## src/rtl/store_buffer_if.sv

```systemverilog
// Store-buffer bus: store/load requests from the datapath plus the
// single-port data-memory connection.
interface store_buffer_if;
    logic        st_valid;
    logic [31:0] st_addr;
    logic [31:0] st_data;
    logic [3:0]  st_be;
    logic        st_ready;
    logic        ld_valid;
    logic [31:0] ld_addr;
    logic [31:0] ld_data;
    logic        flush;
    logic        empty;
    logic        dm_we;
    logic [31:0] dm_addr;
    logic [31:0] dm_wdata;
    logic [31:0] dm_rdata;

    modport master (
        output st_valid, st_addr, st_data, st_be, ld_valid, ld_addr, flush, dm_rdata,
        input  st_ready, ld_data, empty, dm_we, dm_addr, dm_wdata
    );

    modport slave (
        input  st_valid, st_addr, st_data, st_be, ld_valid, ld_addr, flush, dm_rdata,
        output st_ready, ld_data, empty, dm_we, dm_addr, dm_wdata
    );
endinterface

```

## src/rtl/store_buffer.sv

```systemverilog
// Posted-write FIFO with byte-lane load forwarding and one-cycle RMW drain.
// Define STBUF_COALESCE_EN to merge stores into the youngest entry on a word match.
module store_buffer #(
    parameter int DEPTH = 4,
    parameter int PTR_W = 2
) (
    input  logic           clk,
    input  logic           rst,
    store_buffer_if.slave  bus
);
    typedef struct packed {
        logic [29:0] word;
        logic [31:0] data;
        logic [3:0]  be;
    } entry_t;

    entry_t           r_mem [DEPTH];
    logic [PTR_W-1:0] r_head;
    logic [PTR_W-1:0] r_tail;
    logic [PTR_W:0]   r_count;

    logic             w_full;
    logic             w_nonempty;
    logic             w_drain;
    logic             w_hit;
    logic             w_acc;
    logic             w_push;
    logic [31:0]      w_fwd;
    logic [31:0]      w_wdata;
    logic [PTR_W-1:0] w_idx;
    logic             w_unused;

    assign w_full     = (r_count == (PTR_W+1)'(DEPTH));
    assign w_nonempty = (r_count != '0);
    assign w_drain    = !bus.ld_valid && w_nonempty;

`ifdef STBUF_COALESCE_EN
    logic [PTR_W-1:0] w_tail_m1;
    logic [31:0]      w_merged;
    logic             w_merge;

    assign w_tail_m1 = r_tail - 1'b1;
    // The youngest entry is off-limits when it is the one leaving this cycle.
    assign w_hit = w_nonempty && (r_mem[w_tail_m1].word == bus.st_addr[31:2])
                   && !((r_count == (PTR_W+1)'(1)) && w_drain);
    assign w_merge = w_acc && w_hit;

    always_comb begin
        w_merged = r_mem[w_tail_m1].data;
        for (int k = 0; k < 4; k++)
            if (bus.st_be[k]) w_merged[8*k +: 8] = bus.st_data[8*k +: 8];
    end
`else
    assign w_hit = 1'b0;
`endif

    assign bus.st_ready = !w_full || w_hit;
    assign bus.empty    = !w_nonempty;
    assign w_acc        = bus.st_valid && bus.st_ready && (bus.st_be != 4'b0000);
    assign w_push       = w_acc && !w_hit;

    always_ff @(posedge clk or posedge rst) begin
        if (rst) begin
            r_head  <= '0;
            r_tail  <= '0;
            r_count <= '0;
        end else begin
            if (w_push)  r_tail <= r_tail + 1'b1;
            if (w_drain) r_head <= r_head + 1'b1;
            case ({w_push, w_drain})
                2'b10:   r_count <= r_count + 1'b1;
                2'b01:   r_count <= r_count - 1'b1;
                default: r_count <= r_count;
            endcase
        end
    end

    // Entry payloads are don't-care out of reset; validity comes from count.
    always_ff @(posedge clk) begin
        if (w_push) begin
            r_mem[r_tail] <= '{word: bus.st_addr[31:2], data: bus.st_data, be: bus.st_be};
        end
`ifdef STBUF_COALESCE_EN
        else if (w_merge) begin
            r_mem[w_tail_m1].data <= w_merged;
            r_mem[w_tail_m1].be   <= r_mem[w_tail_m1].be | bus.st_be;
        end
`endif
    end

    // Oldest-to-youngest overlay so the most recent enabled byte wins.
    always_comb begin
        w_fwd = bus.dm_rdata;
        w_idx = '0;
        for (int i = 0; i < DEPTH; i++) begin
            w_idx = r_head + PTR_W'(i);
            if (((PTR_W+1)'(i) < r_count) && (r_mem[w_idx].word == bus.ld_addr[31:2])) begin
                for (int k = 0; k < 4; k++)
                    if (r_mem[w_idx].be[k]) w_fwd[8*k +: 8] = r_mem[w_idx].data[8*k +: 8];
            end
        end
    end
    assign bus.ld_data = w_fwd;

    always_comb begin
        w_wdata = bus.dm_rdata;
        for (int k = 0; k < 4; k++)
            if (r_mem[r_head].be[k]) w_wdata[8*k +: 8] = r_mem[r_head].data[8*k +: 8];
    end
    assign bus.dm_wdata = w_wdata;

    always_comb begin
        bus.dm_we   = 1'b0;
        bus.dm_addr = 32'h0;
        if (bus.ld_valid) begin
            bus.dm_addr = {bus.ld_addr[31:2], 2'b00};
        end else if (w_nonempty) begin
            bus.dm_we   = 1'b1;
            bus.dm_addr = {r_mem[r_head].word, 2'b00};
        end
    end

    // flush needs no state: draining already happens on every load-free cycle.
    assign w_unused = ^{bus.flush, bus.st_addr[1:0], bus.ld_addr[1:0]};
endmodule

```

## src/flat_wrapper.sv

```systemverilog
// flat-port wrapper written by rule: the top's interface ports become plain ports
module store_buffer_flat 
#(
    parameter int DEPTH = 4,
    parameter int PTR_W = 2
)
  (clk, rst, bus_st_valid, bus_st_addr, bus_st_data, bus_st_be, bus_ld_valid, bus_ld_addr, bus_flush, bus_dm_rdata, bus_st_ready, bus_ld_data, bus_empty, bus_dm_we, bus_dm_addr, bus_dm_wdata);
  store_buffer_if bus_i ();
  input  logic clk;
  input  logic rst;
  input wire logic [$bits(bus_i.st_valid)-1:0] bus_st_valid;
  input wire logic [$bits(bus_i.st_addr)-1:0] bus_st_addr;
  input wire logic [$bits(bus_i.st_data)-1:0] bus_st_data;
  input wire logic [$bits(bus_i.st_be)-1:0] bus_st_be;
  input wire logic [$bits(bus_i.ld_valid)-1:0] bus_ld_valid;
  input wire logic [$bits(bus_i.ld_addr)-1:0] bus_ld_addr;
  input wire logic [$bits(bus_i.flush)-1:0] bus_flush;
  input wire logic [$bits(bus_i.dm_rdata)-1:0] bus_dm_rdata;
  output wire logic [$bits(bus_i.st_ready)-1:0] bus_st_ready;
  output wire logic [$bits(bus_i.ld_data)-1:0] bus_ld_data;
  output wire logic [$bits(bus_i.empty)-1:0] bus_empty;
  output wire logic [$bits(bus_i.dm_we)-1:0] bus_dm_we;
  output wire logic [$bits(bus_i.dm_addr)-1:0] bus_dm_addr;
  output wire logic [$bits(bus_i.dm_wdata)-1:0] bus_dm_wdata;
  assign bus_i.st_valid = bus_st_valid;
  assign bus_i.st_addr = bus_st_addr;
  assign bus_i.st_data = bus_st_data;
  assign bus_i.st_be = bus_st_be;
  assign bus_i.ld_valid = bus_ld_valid;
  assign bus_i.ld_addr = bus_ld_addr;
  assign bus_i.flush = bus_flush;
  assign bus_i.dm_rdata = bus_dm_rdata;
  assign bus_st_ready = bus_i.st_ready;
  assign bus_ld_data = bus_i.ld_data;
  assign bus_empty = bus_i.empty;
  assign bus_dm_we = bus_i.dm_we;
  assign bus_dm_addr = bus_i.dm_addr;
  assign bus_dm_wdata = bus_i.dm_wdata;
  store_buffer #(.DEPTH(DEPTH), .PTR_W(PTR_W)) u_core (.clk(clk), .rst(rst), .bus(bus_i));
endmodule
```

## config.mk

```make
export PLATFORM = sky130hd
export DESIGN_NAME = store_buffer_flat
export DESIGN_NICKNAME = d
export VERILOG_FILES = /design/src/rtl/store_buffer_if.sv /design/src/rtl/store_buffer.sv /design/src/flat_wrapper.sv
export SDC_FILE = /design/constraint.sdc
export NUM_CORES = 1
export LEC_CHECK = 0
export ABC_AREA = 1
export CAP_MARGIN = 0
export CELL_PAD_IN_SITES_DETAIL_PLACEMENT = 1
export CELL_PAD_IN_SITES_GLOBAL_PLACEMENT = 1
export CORE_MARGIN = 2
export CORE_UTILIZATION = 38
export CTS_CLUSTER_DIAMETER = 100
export DETAILED_ROUTE_END_ITERATION = 6
export PLACE_DENSITY = 0.76
export SYNTH_ARGS = -nofsm -noshare
export SYNTH_HDL_FRONTEND = slang
export SYNTH_SLANG_ARGS = --single-unit
```

## constraint.sdc

```tcl
create_clock -name clk -period 4 [get_ports clk]
set_input_delay 1.2 -clock clk [delete_from_list [all_inputs] [get_ports clk]]
set_output_delay 1.2 -clock clk [all_outputs]
set_load 0.005 [all_outputs]
```

# Word level (Yosys, flattened, before mapping)
# Memory sizes are Yosys's and may differ from the RTL's.
# Cells that the tools add are included.
# totals
ff_bits	7
ramBits	264
input_bits	137
output_inout_bits	99
word_cells	61
mem_count	1
# memory_table
name	words	word_bits	read_ports	rd_clocked_by_memory_dff	write_ports	line	rtl
u_core.r_mem	4	66	4	0	1	store_buffer.sv:17	entry_t r_mem [DEPTH];
# classes
n_addsub	6
order_cmp	4
n_eq_ne	7
muxes	27
reduce_logical	13
# ops
cell	count
32-bit two-way mux	6
8-bit two-way mux	16
30-bit equality test	4
1-bit logical AND	7
1-bit by 3-bit less-than comparator with 1-bit output (first input constant)	2
2-bit by 3-bit less-than comparator with 1-bit output (first input constant)	2
3-bit one-hot mux with 2 select lines	1
2-bit by 1-bit adder with 2-bit output (second input constant)	2
2-bit adder (second input constant)	2
1-bit two-way mux	4
4-bit nonzero test	1
3-bit by 1-bit adder with 3-bit output (second input constant)	1
3-bit equality test (second input constant)	1
1-bit zero test	3
3-bit nonzero test	1
3-bit by 1-bit subtractor with 3-bit output (second input constant)	1
2-bit by 1-bit equality test with 1-bit output (second input constant)	1
2-bit equality test (second input constant)	1
2-bit nonzero test	1

# Depth between registers and ports, before layout
# Gate-level depths: netlist of run 1.
# An unclocked memory read counts as a cell.
# depth
word_depth	10
mapped_depth	21
depth_no_buf	17

# Worst setup path after synthesis of run 1
# No wires, ideal clock.
# synth_path
path_kind	input -> register
start	input port bus_st_be[0]
end	memory u_core.r_mem[0][0] in the netlist's numbering (enable)
setup_time_ps	491
t_arrival_ps	4303
required_ps	3509
setup_slack_ps	-794
stages	3
n_path_buf	0
path_cell_list	or4_1 -> nand3_1 -> nor2_1
# synth_between
elab_chain_cells	4
# synth_lines
element	line	rtl
start: declaration	flat_wrapper.sv:14	input wire logic [$bits(bus_i.st_be)-1:0] bus_st_be;
4-bit nonzero test	store_buffer.sv:59	assign w_acc = bus.st_valid && bus.st_ready && (bus.st_be != 4'b0000);
1-bit logical AND	store_buffer.sv:59	
1-bit two-way mux	store_buffer.sv:80	if (w_push) begin
1-bit two-way mux (implied by the code)	store_buffer.sv:81	r_mem[r_tail] <= '{word: bus.st_addr[31:2], data: bus.st_data, be: bus.st_be};
end: declaration	store_buffer.sv:17	
# Every way passes these cells.

# Worst setup path after layout of run 1
# layout_path
start	register u_core.r_head[0]
end	output port bus_ld_data[6]
# layout_between
elab_chain_cells	10
elab_cells_between_ends	20
cone_classes	3 x add/sub; 4 x eq/ne; 8 x mux; 4 x reduce/logical; 1 x memory
# layout_lines
element	line	rtl
start: declaration	store_buffer.sv:18	logic [PTR_W-1:0] r_head;
start signal: assignment	store_buffer.sv:69	if (w_drain) r_head <= r_head + 1'b1;
memory 4 x 66 bit *	-	
30-bit equality test	store_buffer.sv:97	if (((PTR_W+1)'(i) < r_count) && (r_mem[w_idx].word == bus.ld_addr[31:2])) begin
1-bit logical AND	store_buffer.sv:97	
32-bit two-way mux	store_buffer.sv:97	
8-bit two-way mux	store_buffer.sv:99	if (r_mem[w_idx].be[k]) w_fwd[8*k +: 8] = r_mem[w_idx].data[8*k +: 8];
32-bit two-way mux	store_buffer.sv:97	
8-bit two-way mux	store_buffer.sv:99	
32-bit two-way mux	store_buffer.sv:97	
8-bit two-way mux	store_buffer.sv:99	
32-bit two-way mux *	store_buffer.sv:97	
end: declaration	flat_wrapper.sv:20	output wire logic [$bits(bus_i.ld_data)-1:0] bus_ld_data;
# Mark *: on every way between the ends. The rest lies on a longest branch, timed or not.

==> metrics.yaml, run 1 <==
worst_hold_path:
  holdPathStages: 2
  hold_path_end: "u_core.r_tail[1]"
  min_from: "u_core.r_tail[1]"
  hold_path_class: "reg2reg"
die:
  core_um2: 50200
  die_h_um: 229
  initial_core_util: 0.385
  fp-row-count: 82
  die_width_um: 229
  fp.dieArea_um2: 52600
  ios: 236
routing:
  ant_nets: 0
  met2_length_um: 41600
  drc: 0
  viasPerCell: 5.57
  vias: 21633
  dr.pass1.iters: 5
  drt_wl_total_um: 86800
  routed.top_layer: "met5"
  wl_met1_um: 35800
  wl_met3_um: 5930
  wire_per_inst_um: 22.4
  drt_iter0_markers: 1537
cells_and_area:
  area_growth_pct: 46.7
  final_cell_mix: "nand2_1, nand3_1, buf_4"
  drive_gt1_frac: 0.253
  fillers: 6009
  final_common_cell: "nand2_1"
  fin_area_um2: 28300
  final_nets: 3328
  final_core_util: 0.564
critical_path:
  r2r_start: "u_core.r_count[0]"
  path_cells: "buf_6 -> buf_12 -> buf_16 -> buf_4 -> nand2_1 -> nand2_1 -> nand2_1 -> o21ai_1 -> xor2_1 -> nand2_2 -> nor2_1 -> nand2_1 -> nor2_4 -> buf_6 -> nand3_4 -> buf_12 -> buf_8 -> nand2_4 -> inv_2 -> a21oi_2 -> buf_2"
  cp-end-kind: "output pin"
  crit_family: "buffers and inverters"
  critPathArrivalTime_ps: 3780
  worst_path_most_repeated_cell: "nand2_1"
  max_stage_delay_ps: 570
  reg2reg_slack_ps: 1180
  critical_path_required_ps: 2800
  crit_path_start_kind: "flip-flop"
  rr_endpoint: "u_core.r_mem[3][21]"
  cp_max_fo: 9
  rr_worst_depth: 8
  path_class: "reg2out"
  critical_path.slowest_cell: "dfrtp_4"
  worstPathBufferInverterCount: 9
global_routing:
  grt.overflow.total: 0
  antenna_found_initial: 6
  gr-usage-all-layers: 0.316
  first_global_vias: 22567
  grt_max_degree: 129
  grt_pass1_wl_um: 129000
sta:
  fin_crit_sh: 1.24
  rsz0062_at_grt: "true"
  slew_headroom: 0.142
  hold_viol: 0
  finalCriticalPeriod_ps: 4980
  worst_slack_ps: -979
  tns_ps: -43350
  timing.fmax_ghz: 0.201
  slew_violations: 0
  finClkSkew_ps: 18.3
  tightest_slew_ps: 1280
  setup_viol: 67
clock_network:
  clkSinkCount: 271
  htreeDepth: 2
  cts_max_path_buffers: 3
  cts-root-buf: "clkbuf_16"
  clkTransAtPathRegs_ps: 60
  cts-buffers-inserted: 34
  cts_tree: "yes"
  worst_skew_pair.late_latency_ps: 570
place:
  placed_cell_area_um2: 24400
  gp_congestion: 0.906
  dp_slack_ps: -1420
  io_buffer_count: 228
  dpl.hpwl_um: 55800
yosys:
  synthCells: 2664
  ys_warn_count: 0
  ys_types: 34
  ys_seq_area_frac: 0.420
  synth_area_per_cell_um2: 7.24
  syn_area_um2: 19300
  ys_seq_elements: 271
status:
  status: "finished with violations"
  violations: "setup timing"
flow_run:
  maxCapViolCount: 0
power:
  ir_worst_vdd_v: 0.000556
  total_power_mw: 22.8
  pwr_density_cell_nw_per_um2: 805
  p_leak_nw: 12.7
-- stage by stage --
stage | hold slack [ps] | cells
2_1_floorplan | 520 | 2665
3_3_place_gp | 576 | 3730
3_5_place_dp | 606 | 3730
4_1_cts | 625 | 3866
5_1_grt | 652 | 3883
6_report | 614 | 3883
-- worst register-to-register path, delay by kind of cell (launching register included) --
kind / cells / cell delay, ps
adders and majority gates: 1 / 210
buffers and inverters: 4 / 760
DFF: 1 / 420
and+or+nand+nor: 3 / 1150
-- final cells by class --
type	instances	area, µm²	share of cell area
clock inverter	22	263	0.00929
tap	672	841	0.0297
inverter	246	943	0.0333
timing repair buffer	624	6440	0.227
antenna	3	7.51	0.000265
clock buffer	40	903	0.0319
sequential	271	8110	0.287
multi-input combinational	2004	10800	0.381
timing repair inverter	1	16.3	0.000575
-- state kept, by name, indices dropped and copies added, names as in the netlist --
signal and cells:
u_core.r_count 3, u_core.r_head 2, u_core.r_mem 264, u_core.r_tail 2
-- cell usage after synthesis, drive strengths merged --
master | instances | area [µm²]
nand2 | 1059 | 3990
nand3 | 335 | 1700
edfxtp | 264 | 7930
inv | 246 | 928
o21ai | 235 | 1180
buf | 103 | 669
nor2 | 97 | 394
mux2i | 64 | 641
o211ai | 53 | 403
clkbuf | 42 | 158
a21oi | 41 | 235
o21a | 32 | 240
o22ai | 30 | 188
xor2 | 24 | 210
nand4 | 11 | 68.8
ha | 9 | 113
dfrtp | 7 | 175
or2 | 4 | 25.0
nor3 | 2 | 10.0
xnor2 | 2 | 17.5
a21o | 1 | 7.51
conb | 1 | 3.75
nand3b | 1 | 7.51
or4 | 1 | 7.51
-- power breakdown --
group	internal, mW	switching, mW	total, mW
registers	3.73	0.285	4.02
logic	6.38	9.13	15.5
clock network	1.95	1.31	3.26
total	12.1	10.7	22.8
-- worst max path at each step --
stage	start	end	slack [ps]	cells after the start
2_1_floorplan	bus_st_be[0]	u_core.r_mem[0][0]	-790	3
3_3_place_gp	bus_ld_addr[28]	bus_ld_data[25]	-1410	15
3_5_place_dp	bus_ld_addr[20]	bus_ld_data[3]	-1420	14
4_1_cts	u_core.r_head[0]	bus_ld_data[13]	-920	23
5_1_grt	u_core.r_head[0]	bus_ld_data[6]	-1110	21
6_report	u_core.r_head[0]	bus_ld_data[6]	-980	21
-- cells by family after synthesis --
| kind of cell | share of synthesized area |
|---|---|
| compound gates | 0.117 |
| xor+xnor | 0.0118 |
| fa+ha+maj | 0.00584 |
| buf+inv | 0.0910 |
| flops | 0.420 |
| mux | 0.0332 |
| other cells | 0.000194 |
| simple gates | 0.321 |
-- metal layers --
layer	GRT usage	up-vias
met5	0	-
met4	0.109	6
met3	0.0584	218
met2	0.539	823
met1	0.402	10674
li1	-	9912
-- timing repair --
item	CTS	global route
buffers inserted	57	16
endpoints found under the setup margin	94	86
hold buffers	0	0
gates resized for setup	411	221
hold endpoints to repair	0	0
pin swaps	73	91
cloned	19	3
Power figures use the tool's default switching activity.
==> run 2: changes to the inputs <==
- CTS_CLUSTER_DIAMETER: 100 -> 200
==> results of run 2 <==
No change in the layout: final DEF, timing and power equal those of run 1.
==> run 3: changes to the inputs <==
- CORE_MARGIN: 2 -> default
- GPL_TIMING_DRIVEN: default -> 1
- PLACE_DENSITY: 0.76 -> default
- PLACE_DENSITY_LB_ADDON: default -> 0.2
==> run 3 against run 2 <==
- the run still ends with setup timing left
- non-clock buffer count increased by 72
- hold slack got worse by 3.2 ps
- final cell count increased by 1.8%
- combinational power increased by 15%
- clock skew increased by 1.2 ps
- power increased by 10%
- die area decreased by 1.7%
- utilization increased by 3.4 points
- clock-buffer cell count decreased by 3
- clock power about the same
- largest cell class unchanged
- sequential cell count unchanged
- sequential power increased by 1%
==> metrics.yaml, run 3 (synthesis results as in run 1) <==
critical_path:
  crit_family: "buffers and inverters"  # unchanged
  critical_path_required_ps: 2800  # about the same
  reg2reg_slack_ps: 1070  # was 1180 ps
  worst_path_most_repeated_cell: "nand2_1"  # unchanged
  r2r_start: "u_core.r_count[0]"  # unchanged
  rr_endpoint: "u_core.r_mem[3][18]"  # was u_core.r_mem[3][21]
  cp_max_fo: 8  # was 9
  max_stage_delay_ps: 580  # was 570 ps
  crit_path_start_kind: "flip-flop"  # unchanged
  critPathArrivalTime_ps: 3910  # was 3780 ps
  worstPathBufferInverterCount: 8  # was 9
  cp-end-kind: "output pin"  # unchanged
  path_cells: "inv_12 -> nand2_2 -> nand2_8 -> buf_4 -> clkbuf_16 -> nand2_1 -> nand2_1 -> xor2_1 -> buf_4 -> nand3_1 -> nor2_1 -> nand2_1 -> nor2_4 -> buf_12 -> nand3_4 -> buf_12 -> nand2_2 -> inv_2 -> a21oi_4 -> buf_2"  # was buf_6 -> buf_12 -> buf_16 -> buf_4 -> nand2_1 -> nand2_1 -> nand2_1 -> o21ai_1 -> xor2_1 -> nand2_2 -> nor2_1 -> nand2_1 -> nor2_4 -> buf_6 -> nand3_4 -> buf_12 -> buf_8 -> nand2_4 -> inv_2 -> a21oi_2 -> buf_2
  rr_worst_depth: 8  # unchanged
  path_class: "reg2out"  # unchanged
  critical_path.slowest_cell: "dfrtp_4"  # unchanged
die:
  die_h_um: 227  # was 229 µm
  die_width_um: 227  # was 229 µm
  core_um2: 50200  # unchanged
  initial_core_util: 0.385  # unchanged
  ios: 236  # unchanged
  fp.dieArea_um2: 51700  # was 52600 µm²
  fp-row-count: 82  # unchanged
sta:
  slew_headroom: 0.184  # was 0.142
  hold_ws_ps: 611  # was 614 ps
  rsz0062_at_grt: "true"  # unchanged
  timing.fmax_ghz: 0.196  # was 0.201 GHz
  finalCriticalPeriod_ps: 5110  # was 4980 ps
  tightest_slew_ps: 1220  # was 1280 ps
  fin_crit_sh: 1.28  # was 1.24
  slew_violations: 0  # unchanged
  finClkSkew_ps: 19.5  # was 18.3 ps
  worst_slack_ps: -1110  # was -979 ps
  hold_viol: 0  # unchanged
  setup_viol: 65  # was 67
worst_hold_path:
  holdPathStages: 2  # unchanged
  hold_path_class: "reg2reg"  # unchanged
  hold_path_end: "u_core.r_count[2]"  # was u_core.r_tail[1]
  min_from: "u_core.r_count[2]"  # was u_core.r_tail[1]
place:
  io_buffer_count: 228  # unchanged
  placed_cell_area_um2: 24500  # was 24400 µm²
  dpl.hpwl_um: 55900  # was 55800 µm
  gp_congestion: 0.932  # was 0.906
  dp_slack_ps: -1440  # was -1420 ps
  dp_cells: 3733  # was 3730
routing:
  ant_nets: 0  # unchanged
  drc: 0  # unchanged
  wire_per_inst_um: 25.4  # was 22.4 µm
  vias: 23131  # was 21633
  drt_wl_total_um: 100000  # was 86800 µm
  dr.pass1.iters: 7  # was 5
  drt_iter0_markers: 2132  # was 1537
  viasPerCell: 5.85  # was 5.57
cells_and_area:
  drive_gt1_frac: 0.309  # was 0.253
  final_nets: 3400  # was 3328
  largest_reg_flops: 264  # unchanged
  final_cell_mix: "nand2_1, buf_4, edfxtp_1"  # was nand2_1, nand3_1, buf_4
  final_common_cell: "nand2_1"  # unchanged
  largestRegisters: "u_core.r_mem x264, u_core.r_count x3"  # unchanged
  area_growth_pct: 55.4  # was 46.7%
  regMostFlops: "u_core.r_mem"  # unchanged
  final_core_util: 0.598  # was 0.564
  final_cells: 3951  # was 3883
  fin_area_um2: 30000  # was 28300 µm²
power:
  power_frac_comb: 0.710  # was 0.681
  pwr_density_cell_nw_per_um2: 838  # was 805 nW/µm²
  switching_share: 0.478  # was 0.471
  p_switching_mw: 12.0  # was 10.7 mW
  p_leak_nw: 13.6  # was 12.7 nW
  ir_worst_vdd_v: 0.000522  # was 0.000556 V
  p_int_mw: 13.1  # was 12.1 mW
  pwr-share-seq: 0.162  # was 0.176
  clkPwrFrac: 0.129  # was 0.143
global_routing:
  grt.overflow.total: 0  # unchanged
  first_global_vias: 23437  # was 22567
  gr-usage-all-layers: 0.351  # was 0.316
  antenna_found_initial: 9  # was 6
  grt_max_degree: 105  # was 129
  grt_pass1_wl_um: 136000  # was 129000 µm
clock_network:
  clkSinkCount: 271  # unchanged
  clkTransAtPathRegs_ps: 50  # was 60 ps
  ctsHoldBuffers: 0  # unchanged
  cts-buffers-inserted: 35  # was 34
  cts_max_path_buffers: 3  # unchanged
  cts-root-buf: "clkbuf_16"  # unchanged
  htreeDepth: 2  # unchanged
  cts_tree: "yes"  # unchanged
  worst_skew_pair.late_latency_ps: 560  # was 570 ps
status:
  status: "finished with violations"  # unchanged
  violations: "setup timing"  # unchanged
flow_run:
  maxCapViolCount: 0  # unchanged
[run 3: cell count changes in the layout (fill, tap and decap cells not counted), moves of 27 or more]
cell	change
nand2_1	-32
nand3_1	-50
buf_12	+27
buf_6	+65
clkdlybuf4s50_1	-48
nand3_2	+47
[run 3: worst reg2reg max path, cell delays in order (launching register included)]
cell	delay, ps
dfrtp_1	390
buf_4	150
inv_1	60
ha_1	210
nand2_1	80
nand3_1	80
buf_4	190
nor2_4	910
buf_4	500
[run 3: timing repair]
action	CTS	global route
endpoints found under the hold margin	0	0
gates cloned	30	6
pin swaps	142	121
setup endpoints to repair	92	79
resized for setup	656	348
setup buffers	134	37
[run 3: power by group through the flow]
stage	combinational, mW	sequential, mW	clock (mW)
floorplan	6.94	3.99	0
global placement	12.1	4.00	0
detailed placement	12.5	4.04	0
CTS	15.6	4.01	3.22
global route	18.7	4.09	3.33
finish	17.8	4.06	3.24
[run 3: cell type report]
type	count	area [µm²]
Antenna cell	4	10.0
Timing Repair Buffer	696	7650
Tap cell	672	841
Inverter	246	947
Clock inverter	21	223
Fill cell	5867	20200
Multi-Input combinational cell	2004	11300
Sequential cell	271	8110
Clock buffer	37	905
[run 3: per-layer routing]
layer	track usage	up-vias	part of all wire
met5	0	-	0.00064
met4	0.167	10	0.058
met3	0.0609	422	0.087
met2	0.583	1300	0.47
met1	0.441	11350	0.38
li1	-	10049	-
[run 3: worst max-delay path by stage]
stage                      from                  to  depth (start not counted)
2_1_floorplan      bus_st_be[0]  u_core.r_mem[0][0]                          3
3_3_place_gp    bus_ld_addr[28]     bus_ld_data[28]                         16
3_5_place_dp    bus_ld_addr[28]     bus_ld_data[28]                         16
4_1_cts        u_core.r_head[0]     bus_ld_data[24]                         18
5_1_grt        u_core.r_head[0]      bus_ld_data[0]                         20
6_report       u_core.r_head[0]      bus_ld_data[0]                         20
[run 3: through the flow]
stage                     TNS (ps)  total power, mW
after floorplan            -209540             10.9
after global placement      -47770             16.1
after detailed placement    -48820             16.5
after CTS                   -34090             22.8
after global routing        -41340             26.2
final                       -38190             25.1
